==> config.mk <==
export PLATFORM = sky130hd
export DESIGN_NAME = shiftreg_pair_ctrl
export DESIGN_NICKNAME = d
export VERILOG_FILES = /design/src/rtl/shiftreg_pair_ctrl.sv
export SDC_FILE = /design/constraint.sdc
export NUM_CORES = 1
export LEC_CHECK = 0
export CORE_ASPECT_RATIO = 0.5
export CORE_UTILIZATION = 25
export CTS_CLUSTER_DIAMETER = 60
export DETAILED_ROUTE_END_ITERATION = 10
export PLACE_DENSITY = 0.56
export SYNTH_ARGS = -nofsm -noshare
export SYNTH_HDL_FRONTEND = slang
export SYNTH_SLANG_ARGS = --single-unit
==> constraint.sdc <==
create_clock -name clk2 -period 1.8 [get_ports clk2]
set_input_delay 0.36 -clock clk2 [delete_from_list [all_inputs] [get_ports clk2]]
set_output_delay 0.36 -clock clk2 [all_outputs]
set_load 0.01 [all_outputs]
==> src/rtl/shiftreg_pair_ctrl.sv <==
// shiftreg_pair_ctrl
// Sequences an external 8-to-16 byte-pair shift register. Bytes arrive on a
// valid/ready handshake; each accepted byte pulses shift_enable so the
// register shifts eightbits in (first byte ends in [7:0], second in [15:8]).
// A completed word is offered downstream via word_valid/word_ready. Delivered
// words are counted, and a lone low byte is dropped after TIMEOUT_CYCLES idle
// cycles (0 disables the timeout).
//
// Ports:
//   clk2          rising-edge system clock
//   Reset         synchronous active-high reset
//   byte_in       incoming byte
//   byte_valid    byte_in valid this cycle
//   byte_ready    controller accepts byte_in this cycle
//   flush         synchronous discard of any partial or pending word
//   word_ready    downstream accepts the word this cycle
//   word_valid    shift register holds a complete word
//   shift_enable  shift strobe to the register (high only on byte accept)
//   eightbits     data to the register (copy of byte_in)
//   word_count    delivered word count, wraps modulo 2^CNT_W
//   timeout_err   one-cycle pulse when a partial byte is dropped
module shiftreg_pair_ctrl #(
  parameter int unsigned TIMEOUT_CYCLES = 255,
  parameter int unsigned CNT_W          = 16
) (
  input  logic             clk2,
  input  logic             Reset,
  input  logic [7:0]       byte_in,
  input  logic             byte_valid,
  output logic             byte_ready,
  input  logic             flush,
  input  logic             word_ready,
  output logic             word_valid,
  output logic             shift_enable,
  output logic [7:0]       eightbits,
  output logic [CNT_W-1:0] word_count,
  output logic             timeout_err
);

  localparam int unsigned TO_W = (TIMEOUT_CYCLES > 0) ? $clog2(TIMEOUT_CYCLES + 1) : 1;
  localparam logic [TO_W-1:0] TO_LIMIT = TO_W'(TIMEOUT_CYCLES);
  localparam logic [TO_W-1:0] TO_MAX   = '1;

  typedef enum logic [1:0] {
    IDLE     = 2'd0,
    HAVE_LOW = 2'd1,
    FULL     = 2'd2
  } state_e;

  state_e           state_q;
  logic [TO_W-1:0]  to_cnt_q;
  logic [TO_W-1:0]  to_cnt_d;
  logic [CNT_W-1:0] word_count_q;
  logic [CNT_W-1:0] word_count_d;
  logic             timeout_err_q;

  logic byte_accept;
  logic word_deliver;
  logic timeout_hit;

  // Handshake decode. In FULL a byte may only enter while the word is being
  // taken, so the register never overwrites an undelivered word.
  always_comb begin
    byte_ready   = !Reset && !flush && ((state_q != FULL) || word_ready);
    word_valid   = !Reset && !flush && (state_q == FULL);
    byte_accept  = byte_valid && byte_ready;
    word_deliver = word_valid && word_ready;
    shift_enable = byte_accept;
    eightbits    = byte_in;
  end

  // Saturating idle counter so a disabled or oversized timeout never wraps
  // back around and fires again.
  always_comb begin
    to_cnt_d     = (to_cnt_q == TO_MAX) ? to_cnt_q : to_cnt_q + 1'b1;
    timeout_hit  = (TIMEOUT_CYCLES != 0) && (to_cnt_d == TO_LIMIT);
    word_count_d = word_count_q + 1'b1;
  end

  always_ff @(posedge clk2) begin
    if (Reset) begin
      state_q       <= IDLE;
      to_cnt_q      <= '0;
      word_count_q  <= '0;
      timeout_err_q <= 1'b0;
    end else begin
      timeout_err_q <= 1'b0;
      if (flush) begin
        state_q  <= IDLE;
        to_cnt_q <= '0;
      end else begin
        unique case (state_q)
          IDLE: begin
            if (byte_accept) begin
              state_q  <= HAVE_LOW;
              to_cnt_q <= '0;
            end
          end
          HAVE_LOW: begin
            // An accept preempts the timeout, so the two never coincide.
            if (byte_accept) begin
              state_q <= FULL;
            end else begin
              to_cnt_q <= to_cnt_d;
              if (timeout_hit) begin
                state_q       <= IDLE;
                timeout_err_q <= 1'b1;
              end
            end
          end
          FULL: begin
            if (word_deliver) begin
              word_count_q <= word_count_d;
              if (byte_accept) begin
                state_q  <= HAVE_LOW;
                to_cnt_q <= '0;
              end else begin
                state_q <= IDLE;
              end
            end
          end
          default: state_q <= IDLE;
        endcase
      end
    end
  end

  always_comb begin
    word_count  = word_count_q;
    timeout_err = timeout_err_q;
  end

endmodule

==> impl_metrics.csv <==
group,metric,value,unit
floorplan,coreArea,0.00575,sq mm
clock_tree,cts_buffer_depth,2,
timing,relSlewSlack,0.769,
floorplan,dieArea,0.00662,sq mm
clock_tree,clock_sinks,27,
global_routing,grtUsageTotal,0.124,
global_routing,grt_pass1_wl,6660,microns
placed_design,gp_congestion,0.894,
critical_path,path_max_fanout,7,
detailed_routing,via_count,1560,
cells_and_area,antenna_cells,0,
clock_tree,ctsRootBufferMaster,"clkbuf_16",
cells_and_area,drive_gt1_frac,0.212,
timing,fin_setup_tns,0,ns
synth,syn_inst,191,
power,ir_drop,0.353,mV
detailed_routing,drc,0,
synth,synth_edf_count,0,
synth,yosysSeqAreaShare,0.344,
detailed_routing,firstDrtPassIters,4,
global_routing,overflow,0,
power,powerDensity,587,mW/mm^2
synth,synth_nets,206,
power,power.internal,0.956,mW
power,seq_power_share,0.486,
critical_path,crit_path_cell_trace,"clkdlybuf4s50_1 > nor3b_2 > buf_4 > mux2i_2 > buf_4 > a32o_1 > a32o_1",
detailed_routing,via_per_inst,5.03,
critical_path,cp.arrival,1.89,ns
clock_tree,cts_tree,"built",
placed_design,numPortBuffers,24,
synth,syn_avg_cell_area,8.22,sq um
power,power.clock.fraction,0.425,
timing,setup_viol,0,
critical_path,worstSetupEndpointType,"flop",
floorplan,rows,19,
floorplan,initial_utilization,0.273,
critical_path,cp_slowest_cell,"clkdlybuf4s50_1",
global_routing,grt_pass1_vias,1470,
synth,syn_area,0.00157,sq mm
job,maxCapViolCount,0,
critical_path,reg2reg_setup_slack,0.13,ns
detailed_routing,ant_nets,0,
synth,yosysTopAreaCell,"dfxtp_1",
synth,ys_top_cells_by_area,"dfxtp_1, a21oi_1, nand3_1",
clock_tree,clk_latency,0.26,ns
timing,tightest_slew,0.345,ns
clock_tree,cts.htree.levels,1,
status,status,"finished clean",
synth,yosysMostFrequentCell,"dfxtp_1",
worst_hold_path,hold_start,"word_count[15]$_SDFFE_PP0P_",
synth,synth-seq-cells,27,
power,comb_power_share,0.089,
timing,skew,0.00161,ns
synth,ys_top_cells_by_count,"dfxtp_1, a21oi_1, nor2_1",
clock_tree,cts_hold_buffers,0,
floorplan,io_pins,41,
timing,fmax,577,MHz
critical_path,cp-startpoint,"byte_valid",
critical_path,required,1.96,ns
critical_path,cp-start-kind,"input pin",
global_routing,antenna_found_initial,0,
clock_tree,cts_buffers,3,
synth,ys_types,43,
power,total_power,1.24,mW
floorplan,die_w,114,microns
placed_design,hpwl,2820,microns
detailed_routing,routed_wirelength,3860,microns
timing,fin_crit_sh,0.963,
power,power.switching,0.286,mW
power,swShare,0.230,
critical_path,max_stage_delay,0.43,ns
synth,ys_warn_count,0,
power,leakage,0.743,nW
timing,period_needed,1.73,ns
cells_and_area,area_growth,34.7,%
synth,synth-main-ff-cell,"dfxtp_1",
global_routing,grt_max_degree,17,
clock_tree,clkTransAtPathRegs,0.07,ns
timing,hold_viol_final,0,
worst_hold_path,min_path_type,"reg2reg",
critical_path,critPathKind,"in2reg",
critical_path,r2r_start,"state_q[1]$_SDFFE_PP0P_",
synth,async_flop_share,0,
floorplan,die_height,58.0,microns
cells_and_area,fin_nets,242,
timing,final-max-slew-violation-count,0,
detailed_routing,avgRoutedWirePerCell,12.4,microns
detailed_routing,drt_iter0_markers,138,
synth,yosysTopAreaCellShare,0.344,
timing,rsz0062_at_grt,"false",
## metal layers
layer	up-vias	global-route usage	part of all wire
met5	-	0	0
met4	0	0.0408	0.016
met3	10	0.0303	0.042
met2	44	0.216	0.46
met1	726	0.153	0.48
li1	780	-	-
## final cells by class
cell class / instances / area [sq um]
sequential: 27 / 542
inverter: 3 / 11.3
tap: 84 / 105
clock buffer: 3 / 75.1
multi-input combinational: 142 / 932
timing repair buffer: 50 / 443
fill: 595 / 3640
clock inverter: 1 / 7.51
## cells in the final DEF (no fill, tap or decap), types with 2 or more instances in the layout
cell             Yosys  final
a21oi_1             17     15
a21oi_2              0      2
a22o_1               2      2
a31oi_1              4      4
a32o_1               2      2
and2_1               4      4
and2b_1              2      2
and3_1               5      5
and4_1               3      3
buf_4                8     22
buf_6                1      4
clkbuf_16            0      3
clkdlybuf4s50_1      0     18
dfxtp_1             27     26
ha_1                 2      2
inv_1                3      3
nand2_1              9      9
nand3_1             14     14
nand3_2              2      2
nand4_1              8      8
nor2_1              15     14
nor4_1               2      2
o211ai_1             2      2
o21ai_0              8      8
o221a_2              3      3
o31ai_1              4      4
or3_1                5      5
or4_1                5      4
xor2_1               8      8
## critical path, delay by kind of cell
kind / cells / cell delay, ns
AOI/OAI and AO/OA: 2 / 0.49
buffers and inverters: 3 / 0.73
muxes: 1 / 0.14
and+or+nand+nor: 1 / 0.17
## state kept, by name (all words and copies together), names as in the netlist
name,cells
state_q,2
timeout_err,1
to_cnt_q,8
word_count,16
## metrics by stage
| stage | hold slack (ns) | instance area [sq um] | cells | setup slack [ns] | util |
|---|---|---|---|---|---|
| 2_1_floorplan | 0.500 | 1570 | 191 | -0.0237 | - |
| 3_3_place_gp | 0.481 | 1980 | 302 | -0.548 | 0.343 |
| 3_5_place_dp | 0.480 | 1980 | 302 | -0.548 | 0.343 |
| 4_1_cts | 0.492 | 2070 | 307 | 0.0153 | 0.360 |
| 5_1_grt | 0.537 | 2120 | 310 | 0.00185 | 0.368 |
| 6_report | 0.491 | 2120 | 310 | 0.0669 | 0.368 |
## cell families (layout without fill, tap and decap cells)
kind of cell | after synthesis | in the layout | synth area share
AO/OA/AOI/OAI | 49 | 49 | 0.206
XOR/XNOR | 8 | 8 | 0.0446
adder cells (fa/ha/maj) | 2 | 2 | 0.0159
buffers and inverters | 22 | 57 | 0.0765
flip-flops | 27 | 27 | 0.344
multiplexers | 1 | 1 | 0.00637
AND/OR/NAND/NOR | 82 | 82 | 0.306
## power by group through the flow
| stage | sequential, mW | clock, mW | combinational (mW) |
|---|---|---|---|
| floorplan | 0.615 | 0 | 0.0744 |
| global placement | 0.617 | 0 | 0.105 |
| detailed placement | 0.617 | 0 | 0.105 |
| CTS | 0.603 | 0.547 | 0.105 |
| global route | 0.604 | 0.570 | 0.120 |
| finish | 0.604 | 0.527 | 0.111 |
## path summary, 6_finish.rpt
check / endpoint / cells after the start
hold reg to reg: word_count[15]$_SDFFE_PP0P_ / 2
setup / recovery: to_cnt_q[1]$_SDFFE_PP0P_ / 7
hold / removal: word_count[15]$_SDFFE_PP0P_ / 2
setup reg to reg: word_count[13]$_SDFFE_PP0P_ / 4
## repair_timing
action,in CTS,in global routing
pin swaps,3,7
buffers inserted,1,3
gates resized for setup,14,10
setup endpoints to repair,17,10
Power figures use the tool's default switching activity.
